==> src/rtl/seg7_pkg.sv <==
// rtl/seg7_pkg.sv - shared types and constants for the seven-segment display arbiter
// Purpose: widths, digit codes and the arbiter state type used by seg7_display_arbiter and bin2bcd_seq.
// Ports: none (package).
package seg7_pkg;
  localparam int VAL_W = 14;
  localparam int BCD_W = 4;
  localparam logic [BCD_W-1:0] BCD_BLANK = 4'd15;
  localparam logic [BCD_W-1:0] BCD_ERR   = 4'd10;
  localparam logic [VAL_W-1:0] MAX_VAL   = 14'd9999;

  typedef enum logic [1:0] {
    IDLE    = 2'd0,
    CONVERT = 2'd1,
    SHOW    = 2'd2
  } arb_state_t;
endpackage

==> src/rtl/bin2bcd_seq.sv <==
// rtl/bin2bcd_seq.sv - sequential 14-bit binary to 4-digit BCD converter (double-dabble)
// Purpose: loads bin on start, performs 14 add-3/shift steps, then raises done for one cycle.
// Ports: clk, rst (async, active-high), start (load pulse), bin[13:0], done (result-ready pulse),
//        d_thou/d_hund/d_tens/d_unit (BCD digits, valid while done is high).
module bin2bcd_seq import seg7_pkg::*; (
  input  logic             clk,
  input  logic             rst,
  input  logic             start,
  input  logic [VAL_W-1:0] bin,
  output logic             done,
  output logic [BCD_W-1:0] d_thou,
  output logic [BCD_W-1:0] d_hund,
  output logic [BCD_W-1:0] d_tens,
  output logic [BCD_W-1:0] d_unit
);
  logic [VAL_W-1:0] r_bin;
  logic [15:0]      r_bcd;
  logic [3:0]       r_cnt;
  logic             r_run;
  logic [15:0]      w_adj;

  always_comb begin
    w_adj = r_bcd;
    for (int k = 0; k < 4; k++) begin
      if (r_bcd[4*k +: 4] >= 4'd5) w_adj[4*k +: 4] = r_bcd[4*k +: 4] + 4'd3;
    end
  end

  // start always restarts the engine, so an aborted conversion never leaks into the next one.
  always_ff @(posedge clk or posedge rst) begin
    if (rst) begin
      r_bin <= '0;
      r_bcd <= '0;
      r_cnt <= '0;
      r_run <= 1'b0;
    end else if (start) begin
      r_bin <= bin;
      r_bcd <= '0;
      r_cnt <= 4'd14;
      r_run <= 1'b1;
    end else if (r_run) begin
      if (r_cnt != 4'd0) begin
        r_bcd <= {w_adj[14:0], r_bin[VAL_W-1]};
        r_bin <= {r_bin[VAL_W-2:0], 1'b0};
        r_cnt <= r_cnt - 4'd1;
      end else begin
        r_run <= 1'b0;
      end
    end
  end

  assign done   = r_run && (r_cnt == 4'd0);
  assign d_thou = r_bcd[15:12];
  assign d_hund = r_bcd[11:8];
  assign d_tens = r_bcd[7:4];
  assign d_unit = r_bcd[3:0];
endmodule

==> src/rtl/seg7_display_arbiter.sv <==
// rtl/seg7_display_arbiter.sv - fixed-priority arbiter sharing one 4-digit BCD display
// Purpose: grants the lowest-index requester, converts its value to BCD in 15 cycles and holds
//          the result on the display for at least HOLD_CYCLES before re-arbitrating.
// Optional: define SEG7_LEADING_ZERO_BLANK_EN to blank leading zero digits (units never blanked).
// Ports: clk, rst (async, active-high), req[N_REQ], value[N_REQ*14], ack[N_REQ] (grant pulse),
//        clear (sync blank/abort), bcd_data_0..3 (thousands..units), valid, busy, owner.
module seg7_display_arbiter import seg7_pkg::*; #(
  parameter int N_REQ       = 3,
  parameter int HOLD_CYCLES = 100_000_000
) (
  input  logic                                       clk,
  input  logic                                       rst,
  input  logic [N_REQ-1:0]                           req,
  input  logic [N_REQ*VAL_W-1:0]                     value,
  output logic [N_REQ-1:0]                           ack,
  input  logic                                       clear,
  output logic [BCD_W-1:0]                           bcd_data_0,
  output logic [BCD_W-1:0]                           bcd_data_1,
  output logic [BCD_W-1:0]                           bcd_data_2,
  output logic [BCD_W-1:0]                           bcd_data_3,
  output logic                                       valid,
  output logic                                       busy,
  output logic [((N_REQ > 1) ? $clog2(N_REQ) : 1)-1:0] owner
);
  localparam int OWN_W = (N_REQ > 1) ? $clog2(N_REQ) : 1;
  localparam int CNT_W = $clog2(HOLD_CYCLES + 1);
  localparam logic [CNT_W-1:0] HOLD_MAX = CNT_W'(HOLD_CYCLES - 1);

  arb_state_t       r_state, w_next;
  logic [N_REQ-1:0] r_ack;
  logic [OWN_W-1:0] r_owner, w_idx;
  logic [VAL_W-1:0] r_value, w_slice;
  logic [CNT_W-1:0] r_hold;
  logic [BCD_W-1:0] r_d0, r_d1, r_d2, r_d3;
  logic             r_valid;
  logic             w_any, w_grant, w_hold_done, w_done;
  logic [BCD_W-1:0] w_n0, w_n1, w_n2, w_n3;
  logic [BCD_W-1:0] w_f0, w_f1, w_f2, w_f3;

  // Scan from the top down so the lowest asserted index is the last one written.
  always_comb begin
    w_any   = 1'b0;
    w_idx   = '0;
    w_slice = '0;
    for (int i = N_REQ - 1; i >= 0; i--) begin
      if (req[i]) begin
        w_any   = 1'b1;
        w_idx   = OWN_W'(i);
        w_slice = value[VAL_W*i +: VAL_W];
      end
    end
  end

  assign w_hold_done = (r_hold >= HOLD_MAX);
  assign w_grant = !clear && w_any &&
                   ((r_state == IDLE) || ((r_state == SHOW) && w_hold_done));

  always_ff @(posedge clk or posedge rst) begin
    if (rst) r_state <= IDLE;
    else     r_state <= w_next;
  end

  always_comb begin
    w_next = r_state;
    case (r_state)
      IDLE:    if (w_grant) w_next = CONVERT;
      CONVERT: if (clear) w_next = IDLE; else if (w_done) w_next = SHOW;
      SHOW:    if (clear) w_next = IDLE; else if (w_grant) w_next = CONVERT;
      default: w_next = IDLE;
    endcase
  end

  bin2bcd_seq u_bcd (
    .clk    (clk),
    .rst    (rst),
    .start  (w_grant),
    .bin    (w_slice),
    .done   (w_done),
    .d_thou (w_n0),
    .d_hund (w_n1),
    .d_tens (w_n2),
    .d_unit (w_n3)
  );

  // Final digit formatting; the engine drops the ten-thousands digit, so overflow is judged on r_value.
  always_comb begin
    w_f0 = w_n0;
    w_f1 = w_n1;
    w_f2 = w_n2;
    w_f3 = w_n3;
    if (r_value > MAX_VAL) begin
      w_f0 = BCD_ERR;
      w_f1 = BCD_ERR;
      w_f2 = BCD_ERR;
      w_f3 = BCD_ERR;
    end else begin
`ifdef SEG7_LEADING_ZERO_BLANK_EN
      if (w_n0 == 4'd0) begin
        w_f0 = BCD_BLANK;
        if (w_n1 == 4'd0) begin
          w_f1 = BCD_BLANK;
          if (w_n2 == 4'd0) w_f2 = BCD_BLANK;
        end
      end
`endif
    end
  end

  always_ff @(posedge clk or posedge rst) begin
    if (rst) begin
      r_ack   <= '0;
      r_owner <= '0;
      r_value <= '0;
      r_hold  <= '0;
      r_valid <= 1'b0;
      r_d0    <= BCD_BLANK;
      r_d1    <= BCD_BLANK;
      r_d2    <= BCD_BLANK;
      r_d3    <= BCD_BLANK;
    end else begin
      r_ack <= '0;
      if (clear) begin
        r_valid <= 1'b0;
        r_hold  <= '0;
        r_d0    <= BCD_BLANK;
        r_d1    <= BCD_BLANK;
        r_d2    <= BCD_BLANK;
        r_d3    <= BCD_BLANK;
      end else if (w_grant) begin
        r_ack   <= N_REQ'(1) << w_idx;
        r_owner <= w_idx;
        r_value <= w_slice;
      end else if ((r_state == CONVERT) && w_done) begin
        r_d0    <= w_f0;
        r_d1    <= w_f1;
        r_d2    <= w_f2;
        r_d3    <= w_f3;
        r_valid <= 1'b1;
        r_hold  <= '0;
      end else if ((r_state == SHOW) && !w_hold_done) begin
        r_hold <= r_hold + 1'b1;
      end
    end
  end

  assign ack        = r_ack;
  assign owner      = r_owner;
  assign valid      = r_valid;
  assign busy       = (r_state == CONVERT);
  assign bcd_data_0 = r_d0;
  assign bcd_data_1 = r_d1;
  assign bcd_data_2 = r_d2;
  assign bcd_data_3 = r_d3;
endmodule

==> config.mk <==
export PLATFORM = sky130hd
export DESIGN_NAME = seg7_display_arbiter
export DESIGN_NICKNAME = d
export VERILOG_FILES = /design/src/rtl/seg7_pkg.sv /design/src/rtl/bin2bcd_seq.sv /design/src/rtl/seg7_display_arbiter.sv
export SDC_FILE = /design/constraint.sdc
export NUM_CORES = 1
export LEC_CHECK = 0
export CAP_MARGIN = 20
export CORE_MARGIN = 2
export CORE_UTILIZATION = 49
export DETAILED_ROUTE_END_ITERATION = 10
export HOLD_SLACK_MARGIN = 0.08
export PLACE_DENSITY = 0.81
export SYNTH_ARGS = -nofsm -noshare
export SYNTH_HDL_FRONTEND = slang
export SYNTH_SLANG_ARGS = --single-unit
==> constraint.sdc <==
create_clock -name clk -period 2.7 [get_ports clk]
set_input_delay 0.405 -clock clk [delete_from_list [all_inputs] [get_ports clk]]
set_output_delay 0.405 -clock clk [all_outputs]
set_load 0.01 [all_outputs]
# Word-level counts from Yosys, hierarchy flattened
# Cells that the tools add are included.
dict set report totals {
  out_inout_bits 23
  input_bits 48
  reg_bits 100
}
dict set report classes {
  n_eq_ne 4
  n_shift 1
  mux 55
  addsub 6
  bitwise_logic 1
  n_reduce_logical 20
  order_cmp 6
}
# op n
set ops {}
lappend ops {{$mux W27} 4}
lappend ops {{$mux W4} 22}
lappend ops {{$mux W14} 6}
lappend ops {{$mux W16} 3}
lappend ops {{$add A27 B1 Y27 const B} 1}
lappend ops {{$ge A27 B27 Y1 const B} 1}
lappend ops {{$ge A4 B3 Y1 const B} 4}
lappend ops {{$gt A14 B14 Y1 const B} 1}
lappend ops {{$mux W2} 7}
lappend ops {{$add A4 B2 Y4 const B} 3}
lappend ops {{$mux W1} 9}
lappend ops {{$mux W3} 3}
lappend ops {{$reduce_and A2 Y1} 4}
lappend ops {{$logic_and A1 B1 Y1} 6}
lappend ops {{$pmux W2 S3} 1}
lappend ops {{$reduce_bool A2 Y1} 3}
lappend ops {{$logic_not A4 Y1} 1}
lappend ops {{$reduce_bool A4 Y1} 1}
lappend ops {{$sub A4 B1 Y4 const B} 1}
lappend ops {{$add A3 B2 Y3 const B} 1}
lappend ops {{$ne A3 B2 Y1 const B} 1}
lappend ops {{$reduce_bool A3 Y1} 1}
lappend ops {{$shl A1 B2 Y3 const A} 1}
lappend ops {{$eq A2 B1 Y1 const B} 1}
lappend ops {{6 further kinds} 7}

# Depth between registers and ports, before layout
# Gate-level depths: netlist of run 1.
dict set report depth {
  ltp_word 8
  depth_mapped 10
}

# Cells and area by module
# From an unflattened synthesis of run 1, not the netlist that was laid out.
dict set report hier_totals {
  hier_cells 564
  hier_area_um2 5230.0
}
# module n_inst seq_area_each_um2 cells_per_inst area_per_inst_um2
set by_module_without_submodules {}
lappend by_module_without_submodules {seg7_display_arbiter 1 1546.5 326 3140.5}
lappend by_module_without_submodules {bin2bcd_seq 1 875.8 238 2089.5}

# Least setup slack after synthesis of run 1
# OpenSTA, ideal clock, no wires.
dict set report synth_timing {
  kind {reg2reg}
  start {register r_hold[0]}
  end {register r_hold[18]}
  t_required_ns 2.627
  stages_incl_launch_ff 9
  t_arrival_ns 2.021
  n_path_buf 1
  path_slack_ns 0.606
  setup_time_ns 0.073
  synth_period_minus_slack_ns 2.094
  cell_sequence {dfrtp_1 ha_1 nand3_1 a21oi_1 o2111ai_4 nand4_2 buf_6 or3_1 a21oi_2}
}
dict set report synth_between {
  elab_chain_len 6
  elab_cells_between_ends 14
  classes_between {1 x add/sub; 1 x order compare; 1 x eq/ne; 4 x mux; 7 x reduce/logical}
}
# item line_no
set synth_lines {}
lappend synth_lines {{start: declaration} seg7_display_arbiter.sv:33} ;# logic [CNT_W-1:0] r_hold;
lappend synth_lines {{start signal: assignment} seg7_display_arbiter.sv:141} ;# r_hold <= r_hold + 1'b1;
lappend synth_lines {{$ge A27 B27 Y1} seg7_display_arbiter.sv:54} ;# assign w_hold_done = (r_hold >= HOLD_MAX);
lappend synth_lines {{$logic_and A1 B1 Y1} seg7_display_arbiter.sv:56} ;# ((r_state == IDLE) || ((r_state == SHOW) && w_hold_done));
lappend synth_lines {{$logic_or A1 B1 Y1} seg7_display_arbiter.sv:56}
lappend synth_lines {{$logic_and A1 B1 Y1} seg7_display_arbiter.sv:55} ;# assign w_grant = !clear && w_any &&
lappend synth_lines {{$ne A2 B2 Y1 (no source line)} -}
lappend synth_lines {{$reduce_and A2 Y1 (no source line)} -}
# Parallel ways exist; a longest one is shown, timed or not. The select of a mux whose other input is x is not followed.
# A chain may end at the register's enable or synchronous reset.

# Worst setup path after layout of run 1
dict set report layout_timing {
  start {register r_hold[0]}
  end {register r_hold[13]}
}
# The elaborated chain is that of the path after synthesis.

==> out/metrics.yaml, run 1 <==
synth_simple_gate_area_share_pct: 18.69
fraction_of_the_mapped_netlist_area_in_compound_gates_pct: 20.89
critical_path.max_fanout: 27
cp_data_required_time_ps: 2990
syn_area_um2: 5020
track_usage_pct: 20.87
switching_share_pct: 33.11
fillerInstances: 799
setup.worst_path.end_class: "flop"
post_synth_main_area_contributors: "dfrtp_1 (40%), dfstp_2 (8.4%), o21ai_0 (7.0%)"
synthXorXnorAreaFrac_pct: 1.745
die_w_um: 105.2
synth_cells: 538
clock_root_buffer_master: "clkbuf_8"
drv_cap: 0
cts_max_path_buffers: 2
vias: 4178
yosys_register_bits: 96
async_reset_ff_share_pct: 100.0
rows: 36
largest_net_degree_at_the_start_of_global_routing: 60
totalNegativeSetupSlack_ps: 0
post_route_cells_drive_above_1_share_pct: 10.13
wl_per_cell_um: 14.52
crit_path_start: "r_hold[0]"
vias_per_cell: 5.608
antennaDiodeCount: 0
clock.fmax_ghz: 0.4000
antenna_violations_before_repair: 0
synth_enable_flop_cells: 0
rsz0062_at_grt: "no"
cell_internal_pwr_w: 0.002819
grt_overflow: 0
core_area_um2: 9864
fp.dieH_um: 105.2
finalWorstPathRequiredPeriod_ps: 2500
synth_top_area_share_pct: 39.88
dieArea_um2: 11070
slew_headroom_pct: 43.99
cts_htree_levels: 3
drcViolationCount: 0
detail_route.iter0.violations: 241
hold_path.class: "in -> async"
synth_top_family_by_area: "compound AO/OA/AOI/OAI gates"
final_min_period_over_clock_period_pct: 92.60
synth-adder-area-share_pct: 2.742
synthesis.nets: 597
start_util_pct: 50.89
fin_worst_skew_ps: 12.58
nets: 666
clkTransAtPathRegs_ps: 90
postSynth.topFlopCell: "dfrtp_1"
worst_ir_drop_vdd_uv: 302.8
netlist.top_cell.by_area: "dfrtp_1"
gpl.final_weighted_congestion: 0.8275
total_setup_violations_reported_at_the_end_of_the_flow: 0
clock_sink_count: 96
static-leakage-power_nw: 2.457
syn-mean-instance-area_um2: 9.331
worst_slew_pin_slew_ps: 838.4
holdBufCountCts: 0
grt_pass1_wl_um: 18940
power_frac_clock_pct: 22.1
cts_buf_count: 9
timing.rr.start: "r_hold[0]"
slew_violations: 0
p_per_area_nw_per_um2: 691.4
pwr-share-seq_pct: 47.9
post-cts-setup-buffers: 0
ys.warnings.count: 0
net-switching-power_w: 0.001395
grt_pass1_vias: 4084
whs_ps: 454.2
postCtsResizedCells: 0
ant_nets: 0
setup.worst_path.class: "reg -> reg"
clk_latency_ps: 370
multiplexer_area_fraction_after_synthesis_pct: 2.592
synth_seq_area_share_pct: 48.26
ios: 71
status: "complete, no violations"
synth.distinct_cells: 56
detailedRoute.firstPassIterationCount: 4
share_comb_of_total_power_pct: 30.0
buffers_on_ports: 70
startpoint_type: "flop"
detailedPlacementHpwl_um: 7952
cts_tree: "built"
totalWireLength_um: 10820
finalHoldViolCount: 0
synthToLayoutAreaGrowth_pct: 21.44
worstPathArrival_ps: 2790
## sequential cells by signal (all words and copies together), names as in the netlist
signal,flops
r_hold,27
u_bcd.r_bcd,16
u_bcd.r_bin,14
r_value,10
bcd_data_0,4
bcd_data_1,4
bcd_data_2,4
bcd_data_3,4
u_bcd.r_cnt,4
ack,3
owner,2
r_state,2
u_bcd.r_run,1
valid,1
## Yosys cell counts (13+ instances only)
library cell and instances:
o21ai_0 70, clkbuf_1 17, dfstp_2 16, nand2_1 78, a21oi_1 47, inv_1 31, a22oi_1 13, mux2i_1 13
dfrtp_1 80, nor2_1 20, nand3_1 15
## layout make-up
class                      count  area (um2)  area share [%]
multi-input combinational    383        2351           38.57
clock inverter                 5       58.81          0.9647
tap                          133       166.4           2.730
sequential                    96        2422           39.74
timing repair buffer          86       845.8           13.88
inverter                      31       120.1           1.970
clock buffer                  11       131.4           2.155
## per-stage QoR
stage | cell area [um2] | power, W | setup WS [ps] | util [%] | instances
after floorplan | 5024 | 0.002826 | 605.7 | - | 538
after global placement | 5906 | 0.003227 | 352.7 | 59.87 | 729
after detailed placement | 5906 | 0.003313 | 202.5 | 59.87 | 729
after CTS | 6096 | 0.004241 | 207.5 | 61.80 | 745
after global routing | 6096 | 0.004519 | 28.68 | 61.80 | 745
final | 6096 | 0.004215 | 199.7 | 61.80 | 745
## layout by cell type, fill, tap and decap left out, drive strengths merged, types with 3 or more instances in the layout
cell / netlist / layout
nand2b: 7 / 7
xnor2: 7 / 7
clkdlybuf4s50: 0 / 70
o21ai: 71 / 71
clkinvlp: 0 / 3
a21oi: 49 / 49
nor4: 4 / 4
a211oi: 3 / 3
nor3b: 3 / 3
and3: 5 / 5
dfstp: 16 / 16
mux2i: 13 / 13
or3: 12 / 12
dfrtp: 80 / 80
or4: 11 / 11
inv: 31 / 30
nand3: 15 / 15
o22a: 8 / 8
nand3b: 3 / 3
buf: 11 / 16
ha: 11 / 11
a22oi: 13 / 13
o211ai: 6 / 6
nand4: 9 / 9
xor2: 3 / 3
nor2: 20 / 20
nand2: 78 / 78
clkbuf: 17 / 11
o31ai: 10 / 10
## worst paths after layout
check	endpoint	slack (ps)	depth (start not counted)
min reg2reg	bcd_data_2[0]	480	2
min in group clk	bcd_data_2[0]	480	2
max reg2reg	r_hold[13]	200	7
min	r_hold[17]	450	2
max	r_hold[13]	200	7
max in group asynchronous	bcd_data_0[1]	1510	3
## metal layers
layer	track usage [%]	vias to the layer above	part of all wire [%]
li1	-	2055	-
met1	28.15	1974	45
met2	33.78	133	48
met3	3.772	16	5.8
met4	7.619	0	1.8
met5	0	-	0
## critical path: stages, from the launching register on
cell       delay, ps
dfrtp_1          430
ha_1             240
nand3_1          200
a21oi_1          150
o2111ai_4        350
nand4_4          340
or4_1            580
a21oi_1          150
## power by group through the flow
stage,registers (W),logic (W),clock network [W]
after floorplan,0.00201,0.000815,0
after global placement,0.00203,0.00120,0
after detailed placement,0.00205,0.00127,0
after CTS,0.00202,0.00128,0.000945
after global routing,0.00206,0.00144,0.00101
final,0.00202,0.00126,0.000931
## cell families after synthesis
group,after synthesis
DFF,96
muxes,13
AOI/OAI and AO/OA,170
and+or+nand+nor,179
xor gates and xnor gates,10
buffers and inverters,59
adders and majority gates,11
Power figures use the tool's default switching activity.
==> run 2, diff against run 1 <==
--- a/config.mk
+++ b/config.mk
@@ -6,6 +6,7 @@
 export NUM_CORES = 1
 export LEC_CHECK = 0
 export CAP_MARGIN = 20
+export CORE_ASPECT_RATIO = 1.4
 export CORE_MARGIN = 2
 export CORE_UTILIZATION = 49
 export DETAILED_ROUTE_END_ITERATION = 10
==> out/metrics.yaml, run 2 (synthesized netlist as in run 1, its figures left out) <==
status: "complete, no violations"
worst_ir_drop_vdd_uv: 399.5
post_route_cells_drive_above_1_share_pct: 10.02
placedCellCount: 728
detail_route.iter0.violations: 215
clk_latency_ps: 350
drv_cap: 0
buffers_on_ports: 70
detailedPlacementHpwl_um: 8105
post-cts-setup-buffers: 0
largest_net_degree_at_the_start_of_global_routing: 60
cts_max_path_buffers: 2
postCtsResizedCells: 0
largest-register: "r_hold"
synthToLayoutAreaGrowth_pct: 23.85
cts_buf_count: 9
largest_register_ffs: 27
total_setup_violations_reported_at_the_end_of_the_flow: 0
seqCellArea_um2: 2422
count_of_non_filler_cells_in_the_finished_layout: 744
dieArea_um2: 11080
clock_sink_count: 96
worstPathArrival_ps: 2740
ios: 71
clock.fmax_ghz: 0.4059
cts_htree_levels: 3
ant_nets: 0
grt_overflow: 0
vias_per_cell: 5.633
rows: 43
drcViolationCount: 0
nets: 663
fin_worst_skew_ps: 9.555
multi_input_area_um2: 2351
r2r_cells: 7
grt_pass1_wl_um: 19440
start_util_pct: 50.43
vias: 4191
final_area_um2: 6217
hold_path.class: "in -> async"
most-common-layout-cells: "dfrtp_1 (80), nand2_1 (78), o21ai_0 (70), clkdlybuf4s50_1 (70), a21oi_1 (47)"
die_w_um: 89.54
holdBufCountCts: 0
static-leakage-power_nw: 2.506
core_area_um2: 9953
startpoint_type: "flop"
fp.dieH_um: 123.8
gpl.final_weighted_congestion: 0.8385
finalWorstPathRequiredPeriod_ps: 2464
layout.cells.most_common: "dfrtp_1"
setup.worst_path.end_class: "flop"
clkTransAtPathRegs_ps: 70
fillerInstances: 801
totalWireLength_um: 11280
cp_data_required_time_ps: 2970
slew_headroom_pct: 58.38
critical_path.max_fanout: 27
placement.cell_area_um2: 5911
track_usage_pct: 22.49
rsz0062_at_grt: "no"
grt_pass1_vias: 4217
p_per_area_nw_per_um2: 741.5
antennaDiodeCount: 0
final_min_period_over_clock_period_pct: 91.26
slew_violations: 0
clock_root_buffer_master: "clkbuf_16"
wl_per_cell_um: 15.16
finalHoldViolCount: 0
cts_tree: "built"
setup.worst_path.class: "reg -> reg"
detailedRoute.firstPassIterationCount: 5
totalNegativeSetupSlack_ps: 0
antenna_violations_before_repair: 0
worst_slew_pin_slew_ps: 623.0
top_regs: "r_hold (27), u_bcd.r_bcd (16), u_bcd.r_bin (14)"
## run 2: through the flow
| stage | setup slack, ps | hold WS, ps | utilization, % | total power [W] |
|---|---|---|---|---|
| after CTS | 249.2 | 483.1 | 62.46 | 0.004650 |
| final | 236.1 | 478.9 | 62.46 | 0.004610 |
| after floorplan | 605.7 | 472.6 | - | 0.002826 |
| after detailed placement | 272.3 | 473.9 | 59.38 | 0.003331 |
| after global placement | 331.2 | 463.0 | 59.38 | 0.003243 |
| after global routing | 10.23 | 508.4 | 62.46 | 0.004900 |
## run 2: final timing paths
| kind | startpoint | end | slack [ps] |
|---|---|---|---|
| setup / recovery | r_hold[0] | r_hold[13] | 240 |
| hold / removal | rst | owner[1] | 480 |
| setup reg to reg | r_hold[0] | r_hold[13] | 240 |
| hold reg to reg | bcd_data_2[2] | bcd_data_2[2] | 480 |
| max in group asynchronous | rst | bcd_data_1[1] | 1560 |
| min in group clk | bcd_data_2[2] | bcd_data_2[2] | 480 |
## run 2: critical path: stages, from the launching register on
cell,delay (ps)
dfrtp_1,410
ha_1,220
nand3_1,200
a21oi_1,140
o2111ai_4,350
nand4_4,340
or4_1,570
a21oi_1,150
## run 2: report_power, final
group / total [W] / internal [W] / switching (W) / leakage [nW]
Clock: 0.00130 / 0.000746 / 0.000556 / 0.145
Sequential: 0.00203 / 0.00177 / 0.000262 / 1.22
Combinational: 0.00128 / 0.000626 / 0.000650 / 1.14
Total: 0.00461 / 0.00314 / 0.00147 / 2.51
## run 2: final cells by class
cell class / instances / share of cell area (%)
repair buffers: 83 / 13.64
multi-input cells: 383 / 37.81
clock buffers: 10 / 3.844
clock inverters: 6 / 1.087
inverters: 31 / 1.932
flip-flops and latches: 96 / 38.96
well taps: 135 / 2.717
## run 2: layer usage
| metal | global-route usage (%) | wire, um |
|---|---|---|
| met1 | 26.38 | 4456 |
| met2 | 40.03 | 6245 |
| met3 | 4.374 | 367 |
| met4 | 8.209 | 210 |
| met5 | 0 | 0 |
==> run 3, diff against run 2 <==
--- a/config.mk
+++ b/config.mk
@@ -6,12 +6,15 @@
 export NUM_CORES = 1
 export LEC_CHECK = 0
 export CAP_MARGIN = 20
+export CELL_PAD_IN_SITES_DETAIL_PLACEMENT = 1
+export CELL_PAD_IN_SITES_GLOBAL_PLACEMENT = 2
 export CORE_ASPECT_RATIO = 1.4
 export CORE_MARGIN = 2
-export CORE_UTILIZATION = 49
+export CORE_UTILIZATION = 31
 export DETAILED_ROUTE_END_ITERATION = 10
 export HOLD_SLACK_MARGIN = 0.08
-export PLACE_DENSITY = 0.81
+export PLACE_DENSITY = 0.82
+export REMOVE_ABC_BUFFERS = 1
 export SYNTH_ARGS = -nofsm -noshare
 export SYNTH_HDL_FRONTEND = slang
 export SYNTH_SLANG_ARGS = --single-unit
==> out/metrics.yaml, run 3 (synthesized netlist as in run 1, its figures left out) <==
dieArea_um2: 17240
fin_worst_skew_ps: 7.953
fillerInstances: 1853
antennaDiodeCount: 0
grt_pass1_wl_um: 22780
track_usage_pct: 16.19
wl_per_cell_um: 16.58
rows: 55
placedCellCount: 795
worstPathArrival_ps: 2770
vias_per_cell: 5.328
hold_path.class: "in -> async"
post-route-worst-setup-slack_ps: 195.4
clkTransAtPathRegs_ps: 70
ios: 71
cts_buf_count: 9
startpoint_type: "flop"
cts_htree_levels: 3
grt_pass1_vias: 4689
slew_violations: 0
post_route_cells_drive_above_1_share_pct: 10.29
total_setup_violations_reported_at_the_end_of_the_flow: 0
fp.dieH_um: 154.6
r2r_cells: 7
finalWorstPathRequiredPeriod_ps: 2505
count_of_non_filler_cells_in_the_finished_layout: 811
gpl.final_weighted_congestion: 0.7419
reg2reg_setup_slack_ps: 200
ant_nets: 0
largest_register_ffs: 27
core_area_um2: 16030
largest-register: "r_hold"
clock_root_buffer_master: "clkbuf_16"
clock_sink_count: 96
p_per_area_nw_per_um2: 738.1
detailedRoute.firstPassIterationCount: 4
layout.cells.most_common: "dfrtp_1"
cts_max_path_buffers: 2
detailedPlace.worstSlack_ps: 195.6
setup.worst_path.class: "reg -> reg"
start_util_pct: 31.31
die_w_um: 111.5
most-common-layout-cells: "dfrtp_1 (80), nand2_1 (78), o21ai_0 (70), clkdlybuf4s50_1 (70), a21oi_1 (47)"
crit_path_start: "r_hold[0]"
nets: 666
detail_route.iter0.violations: 141
final_area_um2: 6294
vias: 4321
clock.fmax_ghz: 0.3993
clk_latency_ps: 350
placement.cell_area_um2: 5987
top_regs: "r_hold (27), u_bcd.r_bcd (16), u_bcd.r_bin (14)"
largest_net_degree_at_the_start_of_global_routing: 60
timing.rr.start: "r_hold[0]"
worst_slew_pin_slew_ps: 984.0
worst_ir_drop_vdd_uv: 369.1
static-leakage-power_nw: 2.518
post-cts-setup-buffers: 0
rr_endpoint: "r_hold[13]"
crit_path_end: "r_hold[13]"
holdBufCountCts: 0
cts_tree: "built"
grt_overflow: 0
slew_headroom_pct: 34.27
synthToLayoutAreaGrowth_pct: 25.37
rsz0062_at_grt: "no"
antenna_violations_before_repair: 0
buffers_on_ports: 70
status: "complete, no violations"
setup.worst_path.end_class: "flop"
detailedPlacementHpwl_um: 9915
postCtsResizedCells: 0
cp_data_required_time_ps: 2960
drv_cap: 0
critical_path.max_fanout: 27
drcViolationCount: 0
finalHoldViolCount: 0
final_min_period_over_clock_period_pct: 92.76
totalWireLength_um: 13450
[run 3: changes by cell type in the layout (fill, tap and decap cells not counted), sizes merged]
cell and delta:
inv +3, buf +3, clkinvlp -2, clkbuf +1, clkinv -2
[run 3: how the worst min path moves through the flow]
stage	slack, ps	to	depth (start not counted)	from
after floorplan	470	r_state[1]	1	clear
final	460	r_hold[14]	2	rst
after global routing	500	owner[1]	1	owner[1]
after detailed placement	470	owner[1]	1	owner[1]
after global placement	460	owner[1]	1	owner[1]
after CTS	480	owner[1]	1	owner[1]
[run 3: per-stage QoR]
step	setup TNS (ps)	total power (W)	util (%)	hold WS [ps]
3_5_place_dp	0	0.003363	37.34	466.8
3_3_place_gp	0	0.003269	37.34	459.6
5_1_grt	0	0.004964	39.25	502.9
4_1_cts	0	0.004720	39.25	479.4
2_1_floorplan	-14710	0.002798	-	468.1
6_report	0	0.004646	39.25	463.7
[run 3: area by class of cell]
type,count,area [um2],share of cell area [%]
Inverter,31,118.9,1.889
Timing Repair Buffer,86,845.8,13.44
Clock buffer,11,242.7,3.857
Sequential cell,96,2422,38.49
Tap cell,199,249.0,3.956
Clock inverter,5,63.81,1.014
Multi-Input combinational cell,383,2351,37.36
[run 3: power by group]
| part | leakage [nW] | internal (W) | switching, W |
|---|---|---|---|
| Clock | 0.147 | 0.000755 | 0.000577 |
| Combinational | 1.15 | 0.000616 | 0.000659 |
| Sequential | 1.22 | 0.00177 | 0.000269 |
[run 3: metal layers]
| metal | up-vias | track usage [%] | wire length (um) |
|---|---|---|---|
| met1 | 2174 | 18.71 | 5691 |
| met4 | 0 | 5.761 | 268 |
| met2 | 75 | 29.82 | 7076 |
| li1 | 2056 | - | - |
| met3 | 16 | 2.978 | 413 |
| met5 | - | 0 | 0 |
[run 3: worst max-delay path: stages, from the launching register on]
cell and delay, ps:
dfrtp_1 420, ha_1 240, nand3_1 110, a21oi_1 140, o2111ai_4 390, nand4_4 370
or4_1 590, a21oi_1 170
